`src/rtl/sprite_blitter.sv`:
```
// Sprite blitter: scaled sprite overlay from a multi-sprite ROM.
// Frame-latched position/select, incremental scale counters, ROM-aligned pipeline.
module sprite_blitter #(
  parameter int          SPRITE_W        = 60,
  parameter int          SPRITE_H        = 60,
  parameter int          NUM_SPRITES     = 12,
  parameter int          SCALE           = 1,
  parameter int          ROM_LAT         = 1,
  parameter logic [3:0]  TRANSPARENT_IDX = 4'd0,
  localparam int         SEL_W = $clog2(NUM_SPRITES),
  localparam int         AW    = $clog2(NUM_SPRITES*SPRITE_W*SPRITE_H)
) (
  input  logic             vga_clk,
  input  logic             reset_n,
  input  logic [9:0]       DrawX,
  input  logic [9:0]       DrawY,
  input  logic             blank,
  input  logic [9:0]       pos_x,
  input  logic [9:0]       pos_y,
  input  logic [SEL_W-1:0] sprite_sel,
  input  logic [3:0]       bg_red,
  input  logic [3:0]       bg_green,
  input  logic [3:0]       bg_blue,
  output logic [AW-1:0]    rom_addr,
  input  logic [3:0]       rom_q,
  output logic [3:0]       pal_idx,
  input  logic [3:0]       pal_red,
  input  logic [3:0]       pal_green,
  input  logic [3:0]       pal_blue,
  output logic [3:0]       red,
  output logic [3:0]       green,
  output logic [3:0]       blue,
  output logic             sprite_hit
);

  localparam int CW     = $clog2(SPRITE_W + 1);
  localparam int RW     = $clog2(SPRITE_H + 1);
  localparam int SW     = $clog2(SCALE + 1);
  localparam int SPR_SZ = SPRITE_W * SPRITE_H;
  localparam logic [SW-1:0] SMAX = SW'(SCALE - 1);
  localparam logic [CW-1:0] CMAX = CW'(SPRITE_W - 1);
  localparam logic [RW-1:0] RMAX = RW'(SPRITE_H - 1);
  localparam logic [AW-1:0] W_A  = AW'(SPRITE_W);

  logic [9:0]       drawy_q;
  logic             armed_q, armed_d;
  logic [9:0]       px_q, px_d;
  logic [9:0]       py_q, py_d;
  logic [SEL_W-1:0] sel_q, sel_d;

  logic             v_act_q, v_act_d;
  logic [RW-1:0]    row_q, row_d;
  logic [SW-1:0]    rsub_q, rsub_d;
  logic [AW-1:0]    rbase_q, rbase_d;

  logic             h_act_q, h_act_d;
  logic [CW-1:0]    col_q, col_d;
  logic [SW-1:0]    csub_q, csub_d;
  logic             h_cur;
  logic [CW-1:0]    col_cur;
  logic [SW-1:0]    csub_cur;

  logic [AW-1:0]    addr_q, addr_d;
  logic             line_chg, latch;

  logic [ROM_LAT:0]       hit_sr_q;
  logic [ROM_LAT:0]       blank_sr_q;
  logic [ROM_LAT:0][11:0] bg_sr_q;

  logic [3:0] red_q, red_d;
  logic [3:0] grn_q, grn_d;
  logic [3:0] blu_q, blu_d;
  logic       hit_q, hit_d;

  // Frame latch and vertical tracking; the latched values are usable
  // on the very line-0 change that captures them.
  always_comb begin
    line_chg = DrawY != drawy_q;
    latch    = line_chg && (DrawY == '0);
    armed_d  = armed_q | latch;
    px_d     = latch ? pos_x : px_q;
    py_d     = latch ? pos_y : py_q;
    sel_d    = latch ? sprite_sel : sel_q;
    v_act_d  = v_act_q;
    row_d    = row_q;
    rsub_d   = rsub_q;
    rbase_d  = rbase_q;
    if (line_chg && armed_d) begin
      if (DrawY == py_d) begin
        v_act_d = 1'b1;
        row_d   = '0;
        rsub_d  = '0;
        rbase_d = AW'(32'(sel_d) * SPR_SZ);
      end else if (latch) begin
        v_act_d = 1'b0;
      end else if (v_act_q) begin
        if (rsub_q == SMAX) begin
          rsub_d = '0;
          if (row_q == RMAX) begin
            v_act_d = 1'b0;
          end else begin
            row_d   = row_q + RW'(1);
            rbase_d = rbase_q + W_A;
          end
        end else begin
          rsub_d = rsub_q + SW'(1);
        end
      end
    end
  end

  // Horizontal tracking: *_cur describes the pixel on DrawX this cycle.
  always_comb begin
    h_cur    = 1'b0;
    col_cur  = col_q;
    csub_cur = csub_q;
    if (v_act_d && blank && DrawX == px_d) begin
      h_cur    = 1'b1;
      col_cur  = '0;
      csub_cur = '0;
    end else if (!line_chg && blank) begin
      h_cur = h_act_q;
    end
    h_act_d = h_cur;
    col_d   = col_cur;
    csub_d  = csub_cur;
    if (h_cur) begin
      if (csub_cur == SMAX) begin
        csub_d = '0;
        if (col_cur == CMAX) h_act_d = 1'b0;
        else col_d = col_cur + CW'(1);
      end else begin
        csub_d = csub_cur + SW'(1);
      end
    end
    addr_d = rbase_d + AW'(col_cur);
  end

  always_comb begin
    red_d = '0;
    grn_d = '0;
    blu_d = '0;
    hit_d = 1'b0;
    if (!blank_sr_q[ROM_LAT]) begin
      hit_d = 1'b0;
    end else if (hit_sr_q[ROM_LAT] && rom_q != TRANSPARENT_IDX) begin
      red_d = pal_red;
      grn_d = pal_green;
      blu_d = pal_blue;
      hit_d = 1'b1;
    end else begin
      {red_d, grn_d, blu_d} = bg_sr_q[ROM_LAT];
    end
  end

  always_ff @(posedge vga_clk or negedge reset_n) begin
    if (!reset_n) begin
      drawy_q    <= '0;
      armed_q    <= 1'b0;
      px_q       <= '0;
      py_q       <= '0;
      sel_q      <= '0;
      v_act_q    <= 1'b0;
      row_q      <= '0;
      rsub_q     <= '0;
      rbase_q    <= '0;
      h_act_q    <= 1'b0;
      col_q      <= '0;
      csub_q     <= '0;
      addr_q     <= '0;
      hit_sr_q   <= '0;
      blank_sr_q <= '0;
      bg_sr_q    <= '0;
      red_q      <= '0;
      grn_q      <= '0;
      blu_q      <= '0;
      hit_q      <= 1'b0;
    end else begin
      drawy_q       <= DrawY;
      armed_q       <= armed_d;
      px_q          <= px_d;
      py_q          <= py_d;
      sel_q         <= sel_d;
      v_act_q       <= v_act_d;
      row_q         <= row_d;
      rsub_q        <= rsub_d;
      rbase_q       <= rbase_d;
      h_act_q       <= h_act_d;
      col_q         <= col_d;
      csub_q        <= csub_d;
      addr_q        <= addr_d;
      hit_sr_q[0]   <= h_cur;
      blank_sr_q[0] <= blank;
      bg_sr_q[0]    <= {bg_red, bg_green, bg_blue};
      for (int i = 1; i <= ROM_LAT; i++) begin
        hit_sr_q[i]   <= hit_sr_q[i-1];
        blank_sr_q[i] <= blank_sr_q[i-1];
        bg_sr_q[i]    <= bg_sr_q[i-1];
      end
      red_q <= red_d;
      grn_q <= grn_d;
      blu_q <= blu_d;
      hit_q <= hit_d;
    end
  end

  assign rom_addr   = addr_q;
  assign pal_idx    = rom_q;
  assign red        = red_q;
  assign green      = grn_q;
  assign blue       = blu_q;
  assign sprite_hit = hit_q;

endmodule

```
`config.mk`:
```
export PLATFORM = sky130hd
export DESIGN_NAME = sprite_blitter
export DESIGN_NICKNAME = d
export VERILOG_FILES = /design/src/rtl/sprite_blitter.sv
export SDC_FILE = /design/constraint.sdc
export NUM_CORES = 1
export LEC_CHECK = 0
export CAP_MARGIN = 20
export CORE_ASPECT_RATIO = 1.2
export CORE_MARGIN = 2
export CORE_UTILIZATION = 57
export DETAILED_ROUTE_END_ITERATION = 6
export HOLD_SLACK_MARGIN = 0.08
export PLACE_DENSITY = 0.95
export SYNTH_ARGS = -nofsm -noshare
export SYNTH_HDL_FRONTEND = slang
export SYNTH_SLANG_ARGS = --single-unit
export TNS_END_PERCENT = 20
```
`constraint.sdc`:
```
create_clock -name vga_clk -period 9 [get_ports vga_clk]
set_input_delay 1.8 -clock vga_clk [delete_from_list [all_inputs] [get_ports vga_clk]]
set_output_delay 1.8 -clock vga_clk [all_outputs]
set_load 0.05 [all_outputs]
```
### After elaboration in Yosys (flattened, before gate mapping)

Index checks and enable logic that the tools add are counted.

* flip-flop bits (word level): 124
* bits of input ports: 75
* logic and storage cells: 93

* add/subtract/negate cells: 6
* $mul: 1
* equal/unequal tests: 8
* mux-type cells: 44
* bitwise operators: 1
* reduce and logical (&&, ||, !) cells: 12

Operators by type and width (count)
* two-way mux 16 bit: 6
* two-way mux 6 bit: 9
* two-way mux 4 bit: 7
* equality test 10 bit: 2
* two-way mux 1 bit: 20
* two-way mux 10 bit: 2
* adder 16 x 6 -> 16 bit: 1
* adder 16 x 6 -> 16 bit, second input constant: 1
* adder 6 x 1 -> 6 bit, second input constant: 2
* equality test 6 bit, second input constant: 2
* multiplier 4 x 8 -> 12 bit, second input constant: 1
* zero test 10 bit: 1
* inequality test 10 bit: 1
* logical AND 1 bit: 6
* AND reduction 5 bit: 1
* inequality test 2 x 1 -> 1 bit, second input constant: 2
* nonzero test 4 bit: 1
* AND reduction 3 bit: 1
* adder 1 bit, second input constant: 2
* inequality test 2 bit, second input constant: 1
* nonzero test 2 bit: 1
* zero test 1 bit: 1
* OR 1 bit: 1

### Logic depth before layout (Yosys ltp)

Gate-level depths: netlist (run 1).

* depth in word-level cells: 14
* mapped depth: 23
* mapped depth without buffers: 20

### Least setup slack after synthesis (run 1)

No wires, ideal clock.

* path type: in2reg
* start: in DrawY[9]
* end: reg addr_q[15] (netlist: rom_addr[15])
* data arrival time: 5.879 ns
* data required time: 8.874 ns
* setup slack: 2.995 ns
* cell stages on the path: 23
* buffers on the path: 4
* path through: buf_2 -> nor4_1 -> and3_2 -> o31a_1 -> buf_6 -> buf_6 -> mux2_2 -> xor2_1 -> nor4_1 -> nand4_1 -> clkbuf_1 -> and2_1 -> ha_1 -> a21o_1 -> a21oi_1 -> o21bai_1 -> a21oi_1 -> nor2b_1 -> nor2_1 -> or4_4 -> nor2_2 -> nand4_1 -> xnor2_1

RTL lines
* from (decl): line 16 `input logic [9:0] DrawY,`
* inequality test 10 bit / zero test 10 bit (equally long branches): line 78, 79
* logical AND 1 bit *: line 79 `latch = line_chg && (DrawY == '0);`
* two-way mux 10 bit *: line 81 `px_d = latch ? pos_x : px_q;`
* net px_d[6]: line 47 `logic [9:0] px_q, px_d;`
* equality test 10 bit *: line 117 `if (v_act_d && blank && DrawX == px_d) begin`
* logical AND 1 bit *: line 117
* two-way mux 6 bit *: line 117
* adder 16 x 6 -> 16 bit *: line 136 `addr_d = rbase_d + AW'(col_cur);`
* net addr_d[15]: line 63 `logic [AW-1:0] addr_q, addr_d;`
* to (signal assigned): line 191 `addr_q <= addr_d;`
* to (decl): line 63

The timed path passes the listed nets; every way through them passes the cells marked *.
A chain may end at the register's enable or synchronous reset.

### Worst setup path in the final report (run 1)

* start: in DrawY[6]
* end: reg addr_q[15] (netlist: rom_addr[15])

* word-level cells in the longest chain between the ends: 10

RTL lines
* inequality test 10 bit / zero test 10 bit (equally long branches): line 78, 79
* logical AND 1 bit: line 79
* two-way mux 10 bit: line 82 `py_d = latch ? pos_y : py_q;`
* equality test 10 bit: line 89 `if (DrawY == py_d) begin`
* two-way mux 1 bit: line 89
* two-way mux 1 bit *: line 88 `if (line_chg && armed_d) begin`
* net v_act_d: line 51 `logic v_act_q, v_act_d;`
* logical AND 1 bit * (2 in a row): line 117
* two-way mux 6 bit *: line 117
* adder 16 x 6 -> 16 bit *: line 136
* net addr_d[15]: line 63

Marked as above.

==> reports/summary.txt, run 1 <==
Post-Layout Cell Count -> 792
Area delta synth->final -> 29.9%
Antenna Cells -> 0
Nets@finish -> 749
CP endpoint kind -> flop
DRC viols -> 0
P_leak -> 3.55 nW
Placed Instance Area -> 7150 um2
Distinct cells, synth -> 66
IO buf count -> 107
Power density cells -> 185 nW/um2
CTS H-Tree Depth -> 4
Fmax -> 131 MHz
RePlAce Congestion -> 0.876
Vias in the first global route -> 4,856
Sink Count -> 123
Grt total ovfl -> 0
Post_cts resized -> 0
Largest net degree at the start of global routing -> 78
Sequential cell fraction of total power -> 39.8%
Clock share of power -> 52.5%
Sw Share -> 22.4%
Inst Count DP -> 760
Vias -> 4,623
CTS root buf -> clkbuf_16
Period utilization -> 85.1%
Pint -> 1.12 mW
Fin Clk Skew -> 0.00789 ns
Worst path arrival time -> 7.96 ns
Gr usage total -> 27.1%
Post-CTS setup buffers -> 0
Initial antenna violation count -> 0
DP Wirelength -> 9.82 mm
Setup_tns -> 0 ns
Rel. slew slack -> 28.9%
# setup viols final -> 0
Reg area -> 3080 um2
Tmin final -> 7.66 ns
Post-Syn Area per Cell -> 11.1 um2
Crit-path max cell delay -> 0.72 ns
Slowest stage cell, crit path -> nor3_4
Slew Viols, Final -> 0
Pre-antenna DRT Iters -> 6
Rows -> 41
Cell area after layout -> 7800 um2
CTS Hold Bufs -> 0
Syn Nets -> 640
Cell Area, Synth -> 6010 um2
Asr flop ratio synth -> 100%
CP most frequent cell -> nand4_1
Die Height -> 116 um
Setup crit start kind -> input port
Multi-input gate area -> 2710 um2
Remaining antenna violation count -> 0
CTS tree -> done
Comb pwr share -> 7.7%
RSZ-0062 raised after global routing -> false
Util after Layout -> 74.9%
Main synth FF type -> dfrtp_1
Clock tree buffer depth -> 2
Type of the worst min-delay path -> reg -> reg
Setup CP Type -> in -> reg
Required time of the critical path -> 9.30 ns
Flops & latches, synth -> 123
Die area -> 11,400 um2
Synthesized instance count -> 541
DR iter-0 viols -> 219
CTS Buf Count -> 17
Max cap viols -> 0
Total Routed Length -> 14.4 mm
CP Cell Sequence -> clkdlybuf4s50_1 > xnor2_1 > nand4_1 > o31a_1 > o221ai_2 > o211ai_2 > nor3_4 > a211o_1 > nand4_1 > and2_1 > ha_1 > a21o_1 > a21oi_1 > o21bai_1 > a21oi_1 > nor2b_1 > nor2_1 > or4_4 > nor2_2 > nand4_1 > xnor2_1
Yosys warns -> 0
Clk pin slew, worst setup/hold paths -> 0.06 ns
EDFF count, synth -> 0
VDD IR-drop max -> 155 uV
Clock Latency Late Sink -> 0.42 ns
IO Count -> 108
Critical path peak fanout -> 25
DIE WIDTH -> 97.7 um
Core area -> 10,400 um2
Seq/Total Area, Yosys -> 51.2%
Outcome -> completed
Initial Utilization -> 57.7%
First-pass GRT wire length -> 23.9 mm
Sw Pwr -> 323 uW
DR WL/cell -> 18.2 um
R2r setup slk -> 2.96 ns
Endpoints failing hold -> 0
Fill cells -> 645
Least-Margin Pin Slew -> 1.05 ns
Vias per Instance -> 5.84
Layout cells sized above 1 -> 12.1%
synth_stat cells, types with 11 or more instances:
| master | instances | share of area, % |
|---|---|---|
| dfrtp_1 | 123 | 51 |
| nand2_1 | 63 | 3.9 |
| nor2_1 | 29 | 1.8 |
| inv_1 | 28 | 1.7 |
| xor2_1 | 24 | 3.5 |
| xnor2_1 | 23 | 3.4 |
| ha_1 | 20 | 4.2 |
| a21oi_1 | 19 | 1.6 |
| mux2_2 | 18 | 3.4 |
| o21ai_0 | 14 | 1.2 |
| a21boi_0 | 12 | 1.5 |
| nand4_1 | 12 | 1.2 |
| and2_1 | 11 | 1.1 |
registers in the layout, indices dropped and copies added, names as in the netlist:
| register | flops |
|---|---|
| row_q | 6 |
| armed_q | 1 |
| hit_sr_q | 2 |
| green | 4 |
| blank_sr_q | 2 |
| drawy_q | 10 |
| py_q | 10 |
| sel_q | 4 |
| rom_addr | 16 |
| sprite_hit | 1 |
| col_q | 6 |
| csub_q | 1 |
| h_act_q | 1 |
| px_q | 10 |
| v_act_q | 1 |
| blue | 4 |
| red | 4 |
| rbase_q | 16 |
| bg_sr_q | 24 |
area by class of cell:
class	count	share of cell area (%)
multi-input cells	370	34.7
inverters	28	1.35
clock buffers	19	5.68
clock inverters	13	2.74
repair buffers	110	14.0
well taps	129	2.07
flip-flops and latches	123	39.4
placed cells by master (no fill, tap or decap), drive strengths merged, types with 12 or more instances in the layout:
cell             n
mux2            18
xnor2           27
inv             31
dfrtp          123
a21oi           19
ha              20
nand4           13
o21ai           17
nand2           63
xor2            24
clkbuf          19
a21boi          12
nor2            31
clkdlybuf4s50  106
path summary, 6_finish.rpt:
path,to,cells after the start,startpoint
worst max-delay path,rom_addr[15]$_DFF_PN0_,21,DrawY[6]
worst min-delay path,bg_sr_q[12]$_DFF_PN0_,0,bg_sr_q[0]$_DFF_PN0_
worst max register to register,rom_addr[15]$_DFF_PN0_,20,drawy_q[2]$_DFF_PN0_
worst min register to register,bg_sr_q[12]$_DFF_PN0_,0,bg_sr_q[0]$_DFF_PN0_
max in group asynchronous,sel_q[0]$_DFF_PN0_,2,reset_n
min in group asynchronous,green[3]$_DFF_PN0_,1,reset_n
worst max-delay path: cells and delay by family:
family | cells | cell delay, ns
compound gates | 8 | 2.03
xor+xnor | 2 | 0.32
fa+ha+maj | 1 | 0.31
buf+inv | 1 | 0.63
simple gates | 9 | 2.86
routing by layer:
layer	wire [um]	share of wire [%]	GRT usage, %
met5	0	0	0
met1	5560	39	30.4
met3	858	6.0	7.12
met4	480	3.3	12.9
met2	7490	52	48.5
logic make-up after synthesis:
| family | count (synthesis) | synth area share (%) |
|---|---|---|
| simple gates | 183 | 16.7 |
| compound gates | 87 | 10.3 |
| mux | 25 | 4.54 |
| fa+ha+maj | 24 | 5.50 |
| flops | 123 | 51.2 |
| xor+xnor | 51 | 7.94 |
| buf+inv | 48 | 3.77 |
power by group through the flow:
stage	clock network, mW	logic [mW]	registers [mW]
2_1_floorplan	0	0.0382	0.592
3_3_place_gp	0	0.108	0.583
3_5_place_dp	0	0.110	0.584
4_1_cts	0.766	0.112	0.574
5_1_grt	0.795	0.120	0.575
6_report	0.759	0.111	0.574
stage by stage:
| stage | worst slack, ns | hold WS [ns] | power [mW] |
|---|---|---|---|
| final | 1.34 | 0.345 | 1.44 |
| after global routing | 0.838 | 0.345 | 1.49 |
| after CTS | 1.41 | 0.348 | 1.45 |
| after detailed placement | 1.06 | 0.336 | 0.694 |
| after global placement | 1.25 | 0.334 | 0.691 |
| after floorplan | 2.99 | 0.331 | 0.631 |
No activity file was read; power rests on OpenSTA's default activity.
==> run 2, diff against run 1 <==
--- a/config.mk
+++ b/config.mk
@@ -9,6 +9,7 @@
 export CORE_ASPECT_RATIO = 1.2
 export CORE_MARGIN = 2
 export CORE_UTILIZATION = 57
+export CTS_CLUSTER_DIAMETER = 150
 export DETAILED_ROUTE_END_ITERATION = 6
 export HOLD_SLACK_MARGIN = 0.08
 export PLACE_DENSITY = 0.95
==> results of run 2 <==
Final layout, timing and power as in run 1 (identical DEF).
==> run 3, diff against run 2 <==
--- a/config.mk
+++ b/config.mk
@@ -13,6 +13,7 @@
 export DETAILED_ROUTE_END_ITERATION = 6
 export HOLD_SLACK_MARGIN = 0.08
 export PLACE_DENSITY = 0.95
+export SETUP_SLACK_MARGIN = 0.4
 export SYNTH_ARGS = -nofsm -noshare
 export SYNTH_HDL_FRONTEND = slang
 export SYNTH_SLANG_ARGS = --single-unit
==> results of run 3 <==
Final layout, timing and power as in run 1 (identical DEF).
